[src/rtl/clock_time_ctrl.sv]
// MM:SS digital-clock sequencer: one-second prescaler, cascaded BCD digits,
// and a RUN / SET_MIN / SET_SEC mode FSM driven by pre-debounced button pulses.
module clock_time_ctrl #(
    parameter int unsigned DIV = 50000000
) (
    input  logic       clk,
    input  logic       rst,
    input  logic       mode_btn,
    input  logic       inc_btn,
    output logic [3:0] sec_lo,
    output logic [3:0] sec_hi,
    output logic [3:0] min_lo,
    output logic [3:0] min_hi,
    output logic [1:0] mode,
    output logic       tick,
    output logic       hour_co
);

    localparam int unsigned PW = (DIV > 1) ? $clog2(DIV) : 1;
    localparam logic [PW-1:0] PRESC_MAX = PW'(DIV - 1);

    typedef enum logic [1:0] {
        RUN     = 2'd0,
        SET_MIN = 2'd1,
        SET_SEC = 2'd2
    } mode_t;

    mode_t         mode_q;
    logic [PW-1:0] presc_q;
    logic [3:0]    sec_lo_q, sec_hi_q, min_lo_q, min_hi_q;
    logic          tick_q, hour_co_q;

    logic [3:0] sec_lo_inc, sec_hi_inc, min_lo_inc, min_hi_inc;
    logic       sec_carry, min_carry;

    // Each two-digit field incremented as one 00..59 unit; carries are consumed
    // only by the RUN advance, so the SET modes never ripple across fields.
    always_comb begin
        sec_lo_inc = (sec_lo_q == 4'd9) ? 4'd0 : sec_lo_q + 4'd1;
        sec_hi_inc = sec_hi_q;
        if (sec_lo_q == 4'd9)
            sec_hi_inc = (sec_hi_q == 4'd5) ? 4'd0 : sec_hi_q + 4'd1;
        sec_carry  = (sec_lo_q == 4'd9) && (sec_hi_q == 4'd5);

        min_lo_inc = (min_lo_q == 4'd9) ? 4'd0 : min_lo_q + 4'd1;
        min_hi_inc = min_hi_q;
        if (min_lo_q == 4'd9)
            min_hi_inc = (min_hi_q == 4'd5) ? 4'd0 : min_hi_q + 4'd1;
        min_carry  = (min_lo_q == 4'd9) && (min_hi_q == 4'd5);
    end

    always_ff @(posedge clk or posedge rst) begin
        if (rst) begin
            mode_q    <= RUN;
            presc_q   <= '0;
            sec_lo_q  <= '0;
            sec_hi_q  <= '0;
            min_lo_q  <= '0;
            min_hi_q  <= '0;
            tick_q    <= 1'b0;
            hour_co_q <= 1'b0;
        end else begin
            tick_q    <= 1'b0;
            hour_co_q <= 1'b0;
            case (mode_q)
                RUN: begin
                    if (mode_btn) begin
                        mode_q  <= SET_MIN;
                        presc_q <= '0;
                    end else if (presc_q == PRESC_MAX) begin
                        presc_q  <= '0;
                        tick_q   <= 1'b1;
                        sec_lo_q <= sec_lo_inc;
                        sec_hi_q <= sec_hi_inc;
                        if (sec_carry) begin
                            min_lo_q <= min_lo_inc;
                            min_hi_q <= min_hi_inc;
                        end
                        hour_co_q <= sec_carry && min_carry;
                    end else begin
                        presc_q <= presc_q + PW'(1);
                    end
                end
                SET_MIN: begin
                    presc_q <= '0;
                    if (mode_btn) begin
                        mode_q <= SET_SEC;
                    end else if (inc_btn) begin
                        min_lo_q <= min_lo_inc;
                        min_hi_q <= min_hi_inc;
                    end
                end
                SET_SEC: begin
                    presc_q <= '0;
                    if (mode_btn) begin
                        mode_q <= RUN;
                    end else if (inc_btn) begin
                        sec_lo_q <= sec_lo_inc;
                        sec_hi_q <= sec_hi_inc;
                    end
                end
                default: begin
                    mode_q  <= RUN;
                    presc_q <= '0;
                end
            endcase
        end
    end

    assign sec_lo  = sec_lo_q;
    assign sec_hi  = sec_hi_q;
    assign min_lo  = min_lo_q;
    assign min_hi  = min_hi_q;
    assign mode    = mode_q;
    assign tick    = tick_q;
    assign hour_co = hour_co_q;

endmodule

[config.mk]
export PLATFORM = sky130hd
export DESIGN_NAME = clock_time_ctrl
export DESIGN_NICKNAME = d
export VERILOG_FILES = /design/src/rtl/clock_time_ctrl.sv
export SDC_FILE = /design/constraint.sdc
export NUM_CORES = 1
export LEC_CHECK = 0
export BUFFER_PORTS_ARGS = -buffer_cell sky130_fd_sc_hd__buf_4
export CAP_MARGIN = 20
export CORE_ASPECT_RATIO = 1.4
export CORE_MARGIN = 10
export CORE_UTILIZATION = 30
export DETAILED_ROUTE_END_ITERATION = 10
export HOLD_SLACK_MARGIN = 0.02
export PLACE_DENSITY = 0.48
export SLEW_MARGIN = 30
export SYNTH_ARGS = -nofsm -noshare
export SYNTH_HDL_FRONTEND = slang
export SYNTH_SLANG_ARGS = --single-unit
[constraint.sdc]
create_clock -name clk -period 2.3 [get_ports clk]
set_input_delay 0 -clock clk [delete_from_list [all_inputs] [get_ports clk]]
set_output_delay 0 -clock clk [all_outputs]
set_load 0.1 [all_outputs]
==> results_tabular.tex <==
\begin{tabular}{lr}
\hline
Metric & Value \\
\hline
\multicolumn{2}{l}{\textbf{Yosys}} \\
\quad EDFF count, synth & 0 \\
\quad Syn\_area\_per\_cell & 9.74 sq um \\
\quad Leading cell types by total area after synthesis & sky130\_fd\_sc\_hd\_\_dfrtp\_1 (47\%), sky130\_fd\_sc\_hd\_\_xnor2\_1 (6.8\%), sky130\_fd\_sc\_hd\_\_nor2\_1 (5.7\%) \\
\quad Share of synthesized flip-flops with an asynchronous set or reset & 1.00 \\
\quad Area share of the largest cell type after synthesis & 0.471 \\
\quad Number of synthesized register bits & 46 \\
\quad Leading cell types by count after synthesis & sky130\_fd\_sc\_hd\_\_dfrtp\_1 (46), sky130\_fd\_sc\_hd\_\_nor2\_1 (37), sky130\_fd\_sc\_hd\_\_nand2\_1 (23) \\
\quad Flip-flop cell with the highest count after synthesis & sky130\_fd\_sc\_hd\_\_dfrtp\_1 \\
\quad Proportion of synthesized chip area in sequential cells & 0.471 \\
\quad Dominant cell type by area after synthesis & sky130\_fd\_sc\_hd\_\_dfrtp\_1 \\
\quad Synthesis warning total & 0 \\
\quad Synthesized net count & 256 \\
\quad Gate count of the mapped netlist & 251 \\
\quad Netlist area before placement & 2440 sq um \\
\quad Count of cell types in the netlist & 45 \\
\quad Most common cell in the netlist & sky130\_fd\_sc\_hd\_\_dfrtp\_1 \\
\multicolumn{2}{l}{\textbf{Worst hold path}} \\
\quad Hold Path Stages & 4 \\
\quad Path type of the worst min-delay path & input port to register \\
\quad Endpoint of the worst hold-timing path & min\_hi[0] \\
\quad Hold path startpoint & inc\_btn \\
\multicolumn{2}{l}{\textbf{Route}} \\
\quad Routed wire length per instance & 14.4 um \\
\quad Total number of vias & 2014 \\
\quad Routed Antenna Nets & 0 \\
\quad Detailed Routing Iterations Pass 1 & 4 \\
\quad Vias per cell & 5.07 \\
\quad Post-route DRC violation count & 0 \\
\quad Violation count after the first detailed-routing iteration & 90 \\
\quad Detailed-route wire length & 5.72 mm \\
\multicolumn{2}{l}{\textbf{Pwr}} \\
\quad P per Cell Area & 989 nW/um\^{}2 \\
\quad Leakage dissipation & 1.22 nW \\
\quad Max IR drop VDD & 0.567 mV \\
\multicolumn{2}{l}{\textbf{Global routing}} \\
\quad Initial antenna violation count & 0 \\
\quad Global-route usage over all layers & 0.0981 \\
\quad Pin count of the biggest net entering global routing & 27 \\
\quad Overall overflow remaining after global route & 0 \\
\quad First-pass GRT wire length & 9.80 mm \\
\quad Vias in the first global route & 2067 \\
\multicolumn{2}{l}{\textbf{Final layout}} \\
\quad Final net count & 301 \\
\quad Total non-filler cell area in the finished layout & 3020 sq um \\
\quad Layout cells sized above 1 & 0.229 \\
\quad Diodes inserted & 0 \\
\quad Synth-to-Final Area Change & 23.7\% \\
\multicolumn{2}{l}{\textbf{Timing}} \\
\quad Slew at the pin closest to its max-slew limit & 0.514 ns \\
\quad Post-Route Skew & 0.00948 ns \\
\quad WHS & 0.246 ns \\
\quad Final clock period utilization by the worst path & 0.951 \\
\quad Peak Freq & 457 MHz \\
\quad Final number of max-transition violations & 0 \\
\quad Final setup vio count & 0 \\
\quad Final Hold Vio Count & 0 \\
\quad Crit path time final & 2.19 ns \\
\quad Worst slew margin relative to its limit & 0.657 \\
\quad TNS Setup & 0 ns \\
\multicolumn{2}{l}{\textbf{Critical path}} \\
\quad Largest stage delay, worst path & 0.57 ns \\
\quad Setup slack of the worst register-to-register path & 0.11 ns \\
\quad Crit path cell chain & or4b\_1, nor4\_2, nand4bb\_1, a21o\_1, a211o\_1 \\
\quad Cell with the largest stage delay on the worst path & sky130\_fd\_sc\_hd\_\_or4b\_1 \\
\quad Maximum net fanout on the critical path & 5 \\
\quad Crit Path Category & register to register \\
\quad Startpoint of the worst setup timing path & presc\_q[11] \\
\quad Reg-to-reg endpoint & min\_lo[3] \\
\quad Type of destination of the critical path & register \\
\quad CP startpoint kind & register \\
\quad Worst reg-to-reg path cell count & 5 \\
\quad Data required, critical path & 2.49 ns \\
\quad Arr. time, crit path & 2.38 ns \\
\quad Critical register-to-register path startpoint & presc\_q[11] \\
\multicolumn{2}{l}{\textbf{Floorplanning}} \\
\quad Std-Cell Rows & 38 \\
\quad Floorplan die height & 127 um \\
\quad Initial Utilization & 0.311 \\
\quad Die Width & 96.3 um \\
\quad Die Outline Area & 12200 sq um \\
\quad Num ports & 24 \\
\quad Placeable core area & 7850 sq um \\
\multicolumn{2}{l}{\textbf{Clocking}} \\
\quad Total number of clock tree sinks & 46 \\
\quad Clock buffer depth & 2 \\
\quad H-tree level count & 2 \\
\quad Clock edge transition at the registers on the reported setup and hold paths & 0.09 ns \\
\quad Inserted Clock Buffers & 5 \\
\quad Buffer cell driving the clock tree root & sky130\_fd\_sc\_hd\_\_clkbuf\_8 \\
\quad TritonCTS clock tree & yes \\
\quad Clock network latency to the later pin of the worst-skew pair & 0.30 ns \\
\multicolumn{2}{l}{\textbf{Placed design}} \\
\quad Gpl congestion & 0.786 \\
\quad Post-DP HPWL & 4.28 mm \\
\quad Post-DP Area & 2860 sq um \\
\quad Port Buffers & 23 \\
\multicolumn{2}{l}{\textbf{Run}} \\
\quad Max-capacitance violation count & 0 \\
\multicolumn{2}{l}{\textbf{Status}} \\
\quad Run status & finished, final reports clean \\
\hline
\end{tabular}
-- stage by stage --
| stage | power, mW | cells | setup WS, ns | util |
|---|---|---|---|---|
| 4_1_cts | 3.03 | 395 | 0.0312 | 0.380 |
| 6_report | 2.99 | 397 | 0.112 | 0.385 |
| 3_5_place_dp | 2.50 | 385 | 0.0515 | 0.365 |
| 5_1_grt | 3.16 | 397 | -0.0152 | 0.385 |
| 3_3_place_gp | 2.50 | 385 | 0.126 | 0.365 |
| 2_1_floorplan | 2.15 | 251 | 0.00190 | - |
-- cell families (layout without fill, tap and decap cells) --
logic type,after synthesis,in the layout,synth area share
DFF,46,46,0.471
muxes,4,4,0.0184
buffers and inverters,14,60,0.0225
and+or+nand+nor,134,134,0.304
adders and majority gates,1,1,0.00512
AOI/OAI and AO/OA,19,19,0.0604
xor gates and xnor gates,33,33,0.118
-- critical path: cells and delay by family (launching register included) --
family	cells	cell delay, ns
AO/OA/AOI/OAI	2	0.54
flip-flops	1	0.41
AND/OR/NAND/NOR	3	1.15
-- area by class of cell --
type	count	area (sq um)
multi-input combinational	191	1260
clock buffer	6	82.6
clock inverter	2	12.5
inverter	7	26.3
fill	828	4820
sequential	46	1160
tap	100	125
timing repair buffer	45	355
-- where the power goes --
group	internal, mW	leakage, nW	switching [mW]	total [mW]
logic	0.342	0.556	1.03	1.37
registers	0.922	0.614	0.183	1.11
clock network	0.242	0.0472	0.273	0.515
-- per-layer routing --
| layer | GRT usage | vias up | routed length (um) |
|---|---|---|---|
| li1 | - | 984 | - |
| met1 | 0.110 | 968 | 2350 |
| met2 | 0.174 | 53 | 2980 |
| met3 | 0.0230 | 9 | 305 |
| met4 | 0.0339 | 0 | 88 |
| met5 | 0 | - | 0 |
-- repair_timing --
item	4_1_cts	5_1_grt
gates resized for setup	0	6
setup buffers	0	2
hold endpoints to repair	25	0
endpoints found under the setup margin	0	5
hold buffers	2	0
-- state kept, by name (all words and copies together) (netlist names) --
register	flops
mode	2
hour_co	1
min_lo	4
sec_hi	4
tick	1
min_hi	4
sec_lo	4
presc_q	26
-- cells in the final DEF (no fill, tap or decap), drive strengths merged, types with 2 or more instances in the layout --
cell type and n:
a211oi 2, nand2 23, xnor2 19, o2bb2ai 2, xor2 14, nand3 16, nor2 37, nand4bb 2
buf 43, nor4 10, nor4bb 3, o21ai 2, or3 3, nor3 4, and3 5, clkbuf 6
nor4b 3, nand4 9, or4 2, nand2b 2, nand4b 2, mux2 4, dfrtp 46, nor2b 2
and4 5, dlygate4sd3 2, a21oi 3, o2111ai 2, inv 7, or4b 2
-- worst max-delay path by stage --
stage / cells past startpoint / end
4_1_cts: 5 / hour_co
5_1_grt: 5 / min_lo[3]
2_1_floorplan: 6 / min_lo[3]
3_5_place_dp: 5 / hour_co
6_report: 5 / min_lo[3]
3_3_place_gp: 5 / min_lo[3]
No activity file was read; power rests on OpenSTA's default activity.
